--- src/rtl/sa_pkg.sv ---
// Shared definitions for the systolic array scheduler and the PE wrapper.
package sa_pkg;

  localparam int unsigned DefaultArraySize = 4;
  localparam int unsigned DefaultKMax      = 16;

  typedef enum logic [1:0] {
    StIdle,
    StFeed,
    StDone
  } state_e;

  // Row-major flat PE index, PE(0,0) at the top-left.
  function automatic int unsigned pe_index(input int unsigned i, input int unsigned j,
                                           input int unsigned n);
    return i * n + j;
  endfunction

endpackage

--- src/rtl/skew_window.sv ---
// Skewed operand window for one array row or column: valid while offset <= t < offset+k.
module skew_window #(
  parameter int unsigned TW = 5,
  parameter int unsigned KW = 5,
  parameter int unsigned AW = 4
) (
  input  logic          en,
  input  logic [TW-1:0] t,
  input  logic [TW-1:0] offset,
  input  logic [KW-1:0] k,
  output logic          valid,
  output logic [AW-1:0] addr
);

  logic [TW-1:0] win_end;

  // Exclusive end of the window; t is wide enough that this never overflows.
  assign win_end = offset + TW'(k);
  assign valid   = en && (t >= offset) && (t < win_end);

  always_comb begin
    addr = '0;
    if (valid) begin
      addr = AW'(t - offset);
    end
  end

endmodule

--- src/rtl/systolic_array_scheduler.sv ---
// Start/done sequencer for one output-stationary pass: skewed operand reads and per-PE finish.
module systolic_array_scheduler
  import sa_pkg::*;
#(
  parameter int unsigned ARRAY_SIZE = DefaultArraySize,
  parameter int unsigned K_MAX      = DefaultKMax,
  parameter int unsigned AW         = $clog2(K_MAX)
) (
  input  logic                             clk,
  input  logic                             rst,
  input  logic                             start,
  input  logic [$clog2(K_MAX+1)-1:0]       k_len,
  output logic                             busy,
  output logic                             done,
  output logic [ARRAY_SIZE-1:0]            a_valid,
  output logic [ARRAY_SIZE*AW-1:0]         a_addr,
  output logic [ARRAY_SIZE-1:0]            b_valid,
  output logic [ARRAY_SIZE*AW-1:0]         b_addr,
  output logic [ARRAY_SIZE*ARRAY_SIZE-1:0] finish
);

  localparam int unsigned N  = ARRAY_SIZE;
  localparam int unsigned KW = $clog2(K_MAX + 1);
  localparam int unsigned TW = $clog2(2 * N + K_MAX);

  state_e        state_q;
  logic [TW-1:0] t_q;
  logic [KW-1:0] k_q;
  logic          busy_q;
  logic          done_q;

  logic          feed;
  logic          k_ok;
  logic [TW-1:0] last_t;

  assign feed   = (state_q == StFeed);
  assign k_ok   = (k_len != '0) && (k_len <= KW'(K_MAX));
  assign last_t = TW'(2 * N - 2) + TW'(k_q);

  always_ff @(posedge clk) begin
    if (rst) begin
      state_q <= StIdle;
      t_q     <= '0;
      k_q     <= '0;
      busy_q  <= 1'b0;
      done_q  <= 1'b0;
    end else begin
      unique case (state_q)
        StIdle: begin
          done_q <= 1'b0;
          if (start && k_ok) begin
            state_q <= StFeed;
            k_q     <= k_len;
            t_q     <= '0;
            busy_q  <= 1'b1;
          end
        end
        StFeed: begin
          if (t_q == last_t) begin
            state_q <= StDone;
            busy_q  <= 1'b0;
            done_q  <= 1'b1;
          end else begin
            t_q <= t_q + 1'b1;
          end
        end
        StDone: begin
          state_q <= StIdle;
          done_q  <= 1'b0;
        end
        default: begin
          state_q <= StIdle;
          busy_q  <= 1'b0;
          done_q  <= 1'b0;
        end
      endcase
    end
  end

  assign busy = busy_q;
  assign done = done_q;

  for (genvar i = 0; i < N; i++) begin : g_lane
    skew_window #(
      .TW(TW),
      .KW(KW),
      .AW(AW)
    ) u_a_win (
      .en    (feed),
      .t     (t_q),
      .offset(TW'(i)),
      .k     (k_q),
      .valid (a_valid[i]),
      .addr  (a_addr[i*AW +: AW])
    );

    skew_window #(
      .TW(TW),
      .KW(KW),
      .AW(AW)
    ) u_b_win (
      .en    (feed),
      .t     (t_q),
      .offset(TW'(i)),
      .k     (k_q),
      .valid (b_valid[i]),
      .addr  (b_addr[i*AW +: AW])
    );
  end

  // PE(i,j) sees its last operand pair at t = i+j+K-1, so it finishes one cycle later.
  for (genvar i = 0; i < N; i++) begin : g_fin_row
    for (genvar j = 0; j < N; j++) begin : g_fin_col
      assign finish[pe_index(i, j, N)] = feed && (t_q == TW'(i + j) + TW'(k_q));
    end
  end

endmodule

--- config.mk ---
export PLATFORM = sky130hd
export DESIGN_NAME = systolic_array_scheduler
export DESIGN_NICKNAME = d
export VERILOG_FILES = /design/src/rtl/sa_pkg.sv /design/src/rtl/skew_window.sv /design/src/rtl/systolic_array_scheduler.sv
export SDC_FILE = /design/constraint.sdc
export NUM_CORES = 1
export LEC_CHECK = 0
export ABC_AREA = 1
export BUFFER_PORTS_ARGS = -buffer_cell sky130_fd_sc_hd__buf_4
export CORE_ASPECT_RATIO = 0.9
export CORE_MARGIN = 2
export CORE_UTILIZATION = 30
export CTS_CLUSTER_DIAMETER = 200
export CTS_CLUSTER_SIZE = 28
export DETAILED_ROUTE_END_ITERATION = 6
export SYNTH_ARGS = -nofsm -noshare
export SYNTH_HDL_FRONTEND = slang
export SYNTH_HIERARCHICAL = 1
export SYNTH_SLANG_ARGS = --single-unit
export TNS_END_PERCENT = 10
--- constraint.sdc ---
create_clock -name clk -period 2.7 [get_ports clk]
set_input_delay 0.54 -clock clk [delete_from_list [all_inputs] [get_ports clk]]
set_output_delay 0.54 -clock clk [all_outputs]
set_load 0.1 [all_outputs]
==> flow_results.org, run 1 <==
** Yosys
- Counting instances in the post-synthesis netlist gives the leading cell types as 181 x nand2_1, 126 x inv_1, 113 x ha_1.
- By area the synthesized netlist is led by ha_1 29%, nand2_1 14%, inv_1 9.8%, fa_1 6.7%, a21oi_1 6.6%.
- The share of the Yosys chip area taken by registers is 5.83%.
- Synthesis instantiated 31 different standard cells from the library.
- Gate count after technology mapping :: a little over 700
- Dividing the synthesized area by the synthesized cell count gives roughly 6.7 µm².
- FF+latch count, synth :: 14
- Fraction of registers with async set or reset after synthesis :: 0%
- Main flop type after synthesis :: dfxtp_1
- Area share of the largest cell type after synthesis :: 29.4%
- Synth Cell Area :: 0.00481 mm²
- Yosys warnings :: 6
- Counting flops with a built-in enable in the synthesized netlist gives 0.
- The synthesized design spends more area on one cell type than any other, namely ha_1.
- Most numerous cell in the Yosys netlist :: nand2_1

** Setup path
- Required @ worst endpoint :: 2.16 ns
- The critical path is of the register to primary output type.
- Crit. End Element :: primary output
- Along the worst path, the maximum fanout reaches 5.
- Critical path data arrival time :: 2.66 ns
- Critical Path Source Type :: register

** Floorplan
- After floorplanning, the core was sized to cover 0.0155 mm².
- Die Width :: 137 µm
- Site row count :: 43
- I/O pin count :: 66
- Die Area :: roughly 0.017 mm²
- Die span in y :: roughly 120 µm
- Once the floorplan was initialized, standard cells occupied a little under a third of the core.

** Timing
- Dividing the final minimum period by the clock period gives 118%.
- Max-slew violation count :: 0
- Worst-case clock skew :: approximately 0.0015 ns
- Finish-stage setup viols :: 47
- Final hold analysis gives a worst-case slack of 0.463 ns.
- Final Hold Violating Endpoints :: 0
- Setup repair after global routing could not meet its margin everywhere.
- Maximum clock frequency :: between 300 and 400 MHz
- Final worst setup slack :: -0.498 ns
- Min cycle time layout :: 3.20 ns
- Sum of negative setup slack :: -15.33 ns

** Clock network
- Hold repair after CTS inserted 0 buffers.
- In this run, CTS created clock tree buffers numbering 3.
- In this run the number of H-tree levels came out at 1.
- After clock tree synthesis, the clock-pin slew on the worst setup and hold paths is 0.05 ns.
- The root buffer cell chosen for the clock tree is clkbuf_16.
- The later pin in the worst-skew pair is clocked with a latency of 0.24 ns.
- TritonCTS built the clock tree.
- Clock Tree Buf Depth :: 2
- Number of sinks handled by clock tree synthesis :: 14

** Global route
- Entering global routing, the biggest net connects 24 pins.
- The number of global-route vias before repair came to 4469.
- First-pass GRT wire length :: 20.2 mm
- Overall fraction of global-route tracks in use :: 14.6%
- The initial antenna violation count is 0.
- Global-route congestion overflow total :: 0

** Placed design
- Placer congestion estimate :: 0.836
- Cell area after placement :: approximately 0.0065 mm²
- In this run the tool buffered the top-level ports with 65 buffer cells.
- Detailed placement ended at an HPWL of 9.25 mm.

** Route
- DR pass1 iterations :: 4
- Via count of the routed design :: 4702
- DRC :: 0
- WL per Instance :: 10.6 µm
- In this run, the number of DRC markers left after iteration 0 of detailed routing was 101.
- Dividing the detail-routed via count by the number of cells gives 4.19.
- Summed over all layers, the routed wires come to 11.8 mm.
- Antenna Violating Nets Remaining :: 0

** Layout
- Final layout net count :: 1059
- The post-route netlist has 23.3% of its cells at a drive strength greater than 1.
- With fillers left out, the area of the finished cells amounts to 0.00734 mm².
- Synth-to-Final Area Change :: 52.7%
- Antenna fix cells :: 0

** Status
- Violations in the final reports :: negative setup slack
- Result of the run :: finished, violations left

** Worst hold path
- HP Class :: register to register

** Job
- The tool flagged a number of max-cap violations equal to 0.

** Power
- VDD sags by at most approximately 0.17 mV.
- In this run the static leakage power is 3.98 nW.
- For this design the ratio of total power to cell area is 206 mW/mm².
[metrics by stage]
stage | setup slack (ns) | util [%] | cells | total power, mW
finish | -0.498 | 47.2 | 1123 | 1.51
global placement | -0.396 | 41.8 | 1117 | 1.12
CTS | -0.496 | 46.7 | 1121 | 1.50
global route | -0.610 | 47.2 | 1123 | 1.66
detailed placement | -0.414 | 41.8 | 1117 | 1.13
floorplan | -0.517 | - | 817 | 0.912
[power breakdown]
part	internal [mW]	leakage (nW)	total [mW]	switching [mW]
registers	0.216	0.118	0.235	0.0185
logic	0.405	3.82	0.963	0.559
clock network	0.225	0.0442	0.313	0.0882
total	0.845	3.98	1.51	0.666
[what timing repair did]
| action | 4_1_cts | 5_1_grt |
|---|---|---|
| endpoints found under the setup margin | 52 | 55 |
| gates cloned | 0 | 0 |
| resized for setup | 167 | 15 |
| hold endpoints to repair | 0 | 0 |
| pin swaps | 22 | 19 |
| setup buffers | 0 | 2 |
[worst max-delay path, stage by stage (launching register included)]
cell and delay [ns]:
dfxtp_4 0.36, ha_4 0.17, fa_2 0.40, buf_4 0.14
buf_4 0.12, xnor2_1 0.15, ha_1 0.26, nand2_1 0.07
inv_1 0.03, nand2_1 0.04, nand2_1 0.06, a21oi_2 0.16
nand2_4 0.13, nor2_4 0.13, buf_12 0.18
[metal layers]
metal  track usage (%)  wire [µm]  share of wire, %  up-vias
li1                  -          -                 -     2579
met3              1.55        262               2.2        8
met1              18.7       5710                48     2060
met4              1.80         94              0.79        0
met2              27.0       5780                49       55
met5                 0          0                 0        -
[cells by family after synthesis]
logic type	share of synthesized area, %
compound gates	7.65
xor+xnor	9.11
fa+ha+maj	36.1
buf+inv	12.0
flops	5.83
other cells	0.156
simple gates	29.2
[area by class of cell]
type | instances | area, µm²
inverters | 130 | 503
clock buffers | 4 | 88.8
fillers | 1557 | 8210
repair buffers | 112 | 1480
well taps | 202 | 253
multi-input cells | 661 | 4720
flip-flops and latches | 14 | 299
[worst paths after layout]
kind / startpoint / to / slack, ns / cells past startpoint
min reg2reg: state_q[0]$_SDFFE_PP0P_ / busy$_SDFFE_PP0P_ / 0.46 / 1
min: state_q[0]$_SDFFE_PP0P_ / busy$_SDFFE_PP0P_ / 0.46 / 1
max: k_q[0]$_SDFFE_PP0P_ / a_addr[15] / -0.50 / 14
max reg2reg: k_q[2]$_SDFFE_PP0P_ / t_q[4]$_SDFFE_PP0P_ / 0.71 / 13
[state kept, by name, summed over array words and instances, names as in the netlist]
| name | count |
|---|---|
| k_q | 5 |
| state_q | 2 |
| done | 1 |
| t_q | 5 |
| busy | 1 |
[layout by cell type, fill, tap and decap left out, types with 6 or more instances in the layout]
cell      Yosys  layout
a21oi_2       0       9
nand3_1      22      21
a21oi_1      63      54
conb_1        2      96
buf_6         1      10
nor2_2        9      10
inv_2         4       6
inv_1       126     121
nand2_1     181     181
nor2_1       46      18
dfxtp_1      14       7
nand2_2      14       9
fa_2          0       6
or2_1         8       8
nand3b_1     16      16
fa_1         16      10
ha_1        113     108
buf_12        0      47
xnor2_1      21      19
buf_4         9      53
xor2_1       29      29
nand2_4       2       7
o21ai_0       9       9
nor2_4        2      29
Note: power is estimated with default switching activity, not from simulation.
==> run 2: changes to the inputs <==
--- a/config.mk
+++ b/config.mk
@@ -9,10 +9,11 @@
 export BUFFER_PORTS_ARGS = -buffer_cell sky130_fd_sc_hd__buf_4
 export CORE_ASPECT_RATIO = 0.9
 export CORE_MARGIN = 2
-export CORE_UTILIZATION = 30
+export CORE_UTILIZATION = 55
 export CTS_CLUSTER_DIAMETER = 200
 export CTS_CLUSTER_SIZE = 28
 export DETAILED_ROUTE_END_ITERATION = 6
+export PLACE_DENSITY = 0.8
 export SYNTH_ARGS = -nofsm -noshare
 export SYNTH_HDL_FRONTEND = slang
 export SYNTH_HIERARCHICAL = 1
==> flow_results.org, run 2 (synthesis gave the netlist of run 1 again) <==
** Floorplan
- Starting density of the core :: 56.4% (was 30.9%)
- The vertical die dimension came to 92.7 µm (was 124 µm).
- The standard cell core area came to 0.00853 mm² (was 0.0155 mm²).
- The total die area came to 0.00951 mm² (was 0.0171 mm²).
- The number of core rows came to 32 (was 43).
- The width of the die came to 103 µm (was 137 µm).
- I/O pin count :: 66 (unchanged)

** Status
- Result of the run :: finished, violations left (unchanged)
- Violations in the final reports: negative setup slack (unchanged).

** Clock network
- CTS clock-pin slew for the worst setup and hold paths :: 0.06 ns (was 0.05 ns)
- The depth of the CTS H-tree came to 1 (unchanged).
- CTS buffer count :: 3 (unchanged)
- Clk_lat worst skew :: 0.24 ns (about the same)
- The clock tree from TritonCTS is done (unchanged).
- The total clock sinks came to 14 (unchanged).
- The worst-case clock buffer depth is 2 (unchanged).
- Library cell used as clock root buffer :: clkbuf_8 (was clkbuf_16)

** Timing
- The minimum setup slack in the final design came to -0.572 ns (was -0.498 ns).
- Worst-margin pin slew :: between 0.6 and 0.7 ns
- The worst setup skew after layout came to 0.00205 ns (was 0.00154 ns).
- The top achievable clock speed was 306 MHz (was 313 MHz).
- Slew margin rel. :: about three fifths
- Sum of negative setup slack :: -18.77 ns (was -15.33 ns)
- Hold_ws :: 0.473 ns (was 0.463 ns)
- Min cycle time layout :: 3.27 ns (was 3.20 ns)
- Final worst-path cycle share :: 121% (was 118%)
- Final Hold Violating Endpoints :: 0 (unchanged)
- Setup repair after global routing missed its margin: yes (unchanged).
- Max-slew violation count :: 0 (unchanged)
- The count of endpoints failing setup in the final report came to 46 (was 47).

** Setup path
- Maximum net fanout on the critical path :: 5 (unchanged)
- Critical path data arrival time :: 2.73 ns (was 2.66 ns)
- Number of cell instances on the worst register-to-register path :: 12 (was 13)
- The capture point of the worst reg-to-reg path was t_q[2]$_SDFFE_PP0P_ (was t_q[4]$_SDFFE_PP0P_).
- The end point of the critical path is b_addr[7] (was a_addr[15]).
- The sort of element at the start of the critical path is a register (unchanged).
- Startpoint of the worst register-to-register path :: k_q[1]$_SDFFE_PP0P_ (was k_q[2]$_SDFFE_PP0P_)
- Kind of critical path :: register to primary output (unchanged)
- The timing startpoint of the critical path is k_q[0]$_SDFFE_PP0P_ (unchanged).
- Critical Path, Cell by Cell :: buf_6, ha_1, fa_2, nand3_1, nand2_1, xor2_1, ha_1, nand2_1, nand3b_1, a21oi_2, nand2_4, nor2_4, buf_12 (was ha_4, fa_2, buf_4, buf_4, xnor2_1, ha_1, nand2_1, inv_1, nand2_1, nand2_1, a21oi_2, nand2_4, nor2_4, buf_12)
- The master of the slowest instance on the critical path is dfxtp_4 (was fa_2).
- The instance count on the critical path is 13 (was 14).
- The largest delay contributor family on the critical path was adder cells (unchanged).
- Combined buffer and inverter count along the critical path :: 2 (was 4)
- The stage delay of the slowest cell on the critical path was 0.37 ns (was 0.40 ns).
- The required time at the endpoint of the critical path was 2.16 ns (about the same).
- The capturing element type of the critical path is a primary output (unchanged).
- Register-to-register setup slack :: 0.76 ns (was 0.71 ns)

** Global route
- The number of global-route vias before repair is 5140 (was 4469).
- The global-route usage over all layers came to 29.3% (was 14.6%).
- The initial antenna violation count is 0 (unchanged).
- First-pass GRT wire length :: 22.5 mm (was 20.2 mm)
- The maximum number of pins on one net before global-route repair was 18 (was 24).
- Global-route congestion overflow total :: 0 (unchanged)

** Layout
- Final layout net count :: 1054 (was 1059)
- Synth-to-Final Area Change :: 48.1% (was 52.7%)
- The layout cell share with drive strength beyond 1 is 22.9% (was 23.3%).
- Leading cell type in the layout, fill and taps excluded :: nand2_1 (unchanged)
- Non-Filler Cell Area, Final :: 0.00712 mm² (was 0.00734 mm²)
- The final cell count without fillers is 1035 (was 1123).
- Leading registers by flop count :: k_q: 5 flops, t_q: 5 flops, state_q: 2 flops (unchanged)
- Antenna fix cells :: 0 (unchanged)
- The layout filler cell count was 525 (was 1557).
- Commonest cells after routing, fill and taps aside: 180 x nand2_1, 121 x inv_1, 108 x ha_1, 96 x conb_1, 55 x a21oi_1 (was 181 x nand2_1, 121 x inv_1, 108 x ha_1, 96 x conb_1, 54 x a21oi_1).

** Route
- The number of nets with antenna violations after routing was 0 (unchanged).
- The highest routing layer actually used is met4 (unchanged).
- The met3 wire length is 495 µm (was 262 µm).
- The violation count after the first detailed-routing iteration came to 244 (was 101).
- Metal2 WL :: 7.44 mm (was 5.78 mm)
- WL per Instance :: 13.2 µm (was 10.6 µm)
- The via density per instance came to 4.99 (was 4.19).
- The final routed DRC violation total came to 0 (unchanged).
- The routed wire length was 13.7 mm (was 11.8 mm).
- DR pass1 iterations :: 5 (was 4)
- The routed metal-1 wirelength came to 5.40 mm (was 5.71 mm).
- Via count of the routed design :: 5161 (was 4702)

** Placed design
- The weighted congestion at the end of routability-driven global placement came to 0.862 (was 0.836).
- Number of port buffers :: 65 (unchanged)
- The detailed-placement wirelength estimate came to 10.1 mm (was 9.25 mm).
- The placed instance area is 0.00635 mm² (was 0.00650 mm²).
- Placed Cells incl. Taps :: 1029 (was 1117)

** Power
- The maximum ir drop on the vdd rail was 0.313 mV (was 0.167 mV).
- The total power density per cell area is 202 mW/mm² (was 206 mW/mm²).
- The leakage dissipation is 3.93 nW (was 3.98 nW).

** Worst hold path
- The kind of path behind the tightest hold check is register to register (unchanged).

** Job
- Max capacitance violation total :: 0 (unchanged)
## run 2: how the worst min path moves through the flow
stage / from / endpoint / cells after the start
finish: state_q[0]$_SDFFE_PP0P_ / busy$_SDFFE_PP0P_ / 1
global route: state_q[0]$_SDFFE_PP0P_ / busy$_SDFFE_PP0P_ / 1
CTS: state_q[0]$_SDFFE_PP0P_ / busy$_SDFFE_PP0P_ / 1
detailed placement: done$_SDFFE_PP0N_ / done$_SDFFE_PP0N_ / 2
global placement: done$_SDFFE_PP0N_ / done$_SDFFE_PP0N_ / 2
floorplan: state_q[0]$_SDFFE_PP0P_ / busy$_SDFFE_PP0P_ / 1
## run 2: through the flow
step | worst slack [ns] | utilization (%) | power, mW
floorplan | -0.517 | - | 0.912
global placement | -0.360 | 74.5 | 1.09
detailed placement | -0.499 | 74.5 | 1.14
CTS | -0.539 | 81.9 | 1.38
global route | -0.654 | 83.5 | 1.57
finish | -0.572 | 83.5 | 1.44
## run 2: area by class of cell
type	count	area [µm²]	share of cell area, %
clock buffer	4	55.1	0.773
sequential	14	299	4.20
multi-input combinational	661	4700	66.0
timing repair buffer	107	1410	19.8
tap	119	149	2.09
inverter	130	503	7.06
## run 2: worst register-to-register path: stages, from the launching register on
cell,delay [ns]
dfxtp_4,0.44
buf_6,0.16
buf_8,0.13
inv_8,0.05
ha_4,0.23
xnor2_4,0.13
nor2_2,0.12
nand3_2,0.16
nand2_4,0.14
nand2_4,0.09
nor2_4,0.12
nand2_1,0.05
nand2_1,0.06
## run 2: repair_timing
action,in CTS,in global routing
hold buffers,0,0
gates resized for setup,141,34
buffers inserted,0,2
setup endpoints to repair,52,52
pin swaps,13,17
## run 2: where the power goes
group	total [mW]	internal, mW	switching [mW]
sequential	0.236	0.215	0.0211
combinational	0.995	0.402	0.593
clock	0.207	0.129	0.0779
total	1.44	0.746	0.692
## run 2: per-layer routing
layer | vias up | GRT usage (%)
li1 | 2569 | -
met1 | 2427 | 33.1
met2 | 128 | 57.1
met3 | 37 | 3.17
met4 | 0 | 7.44
met5 | - | 0
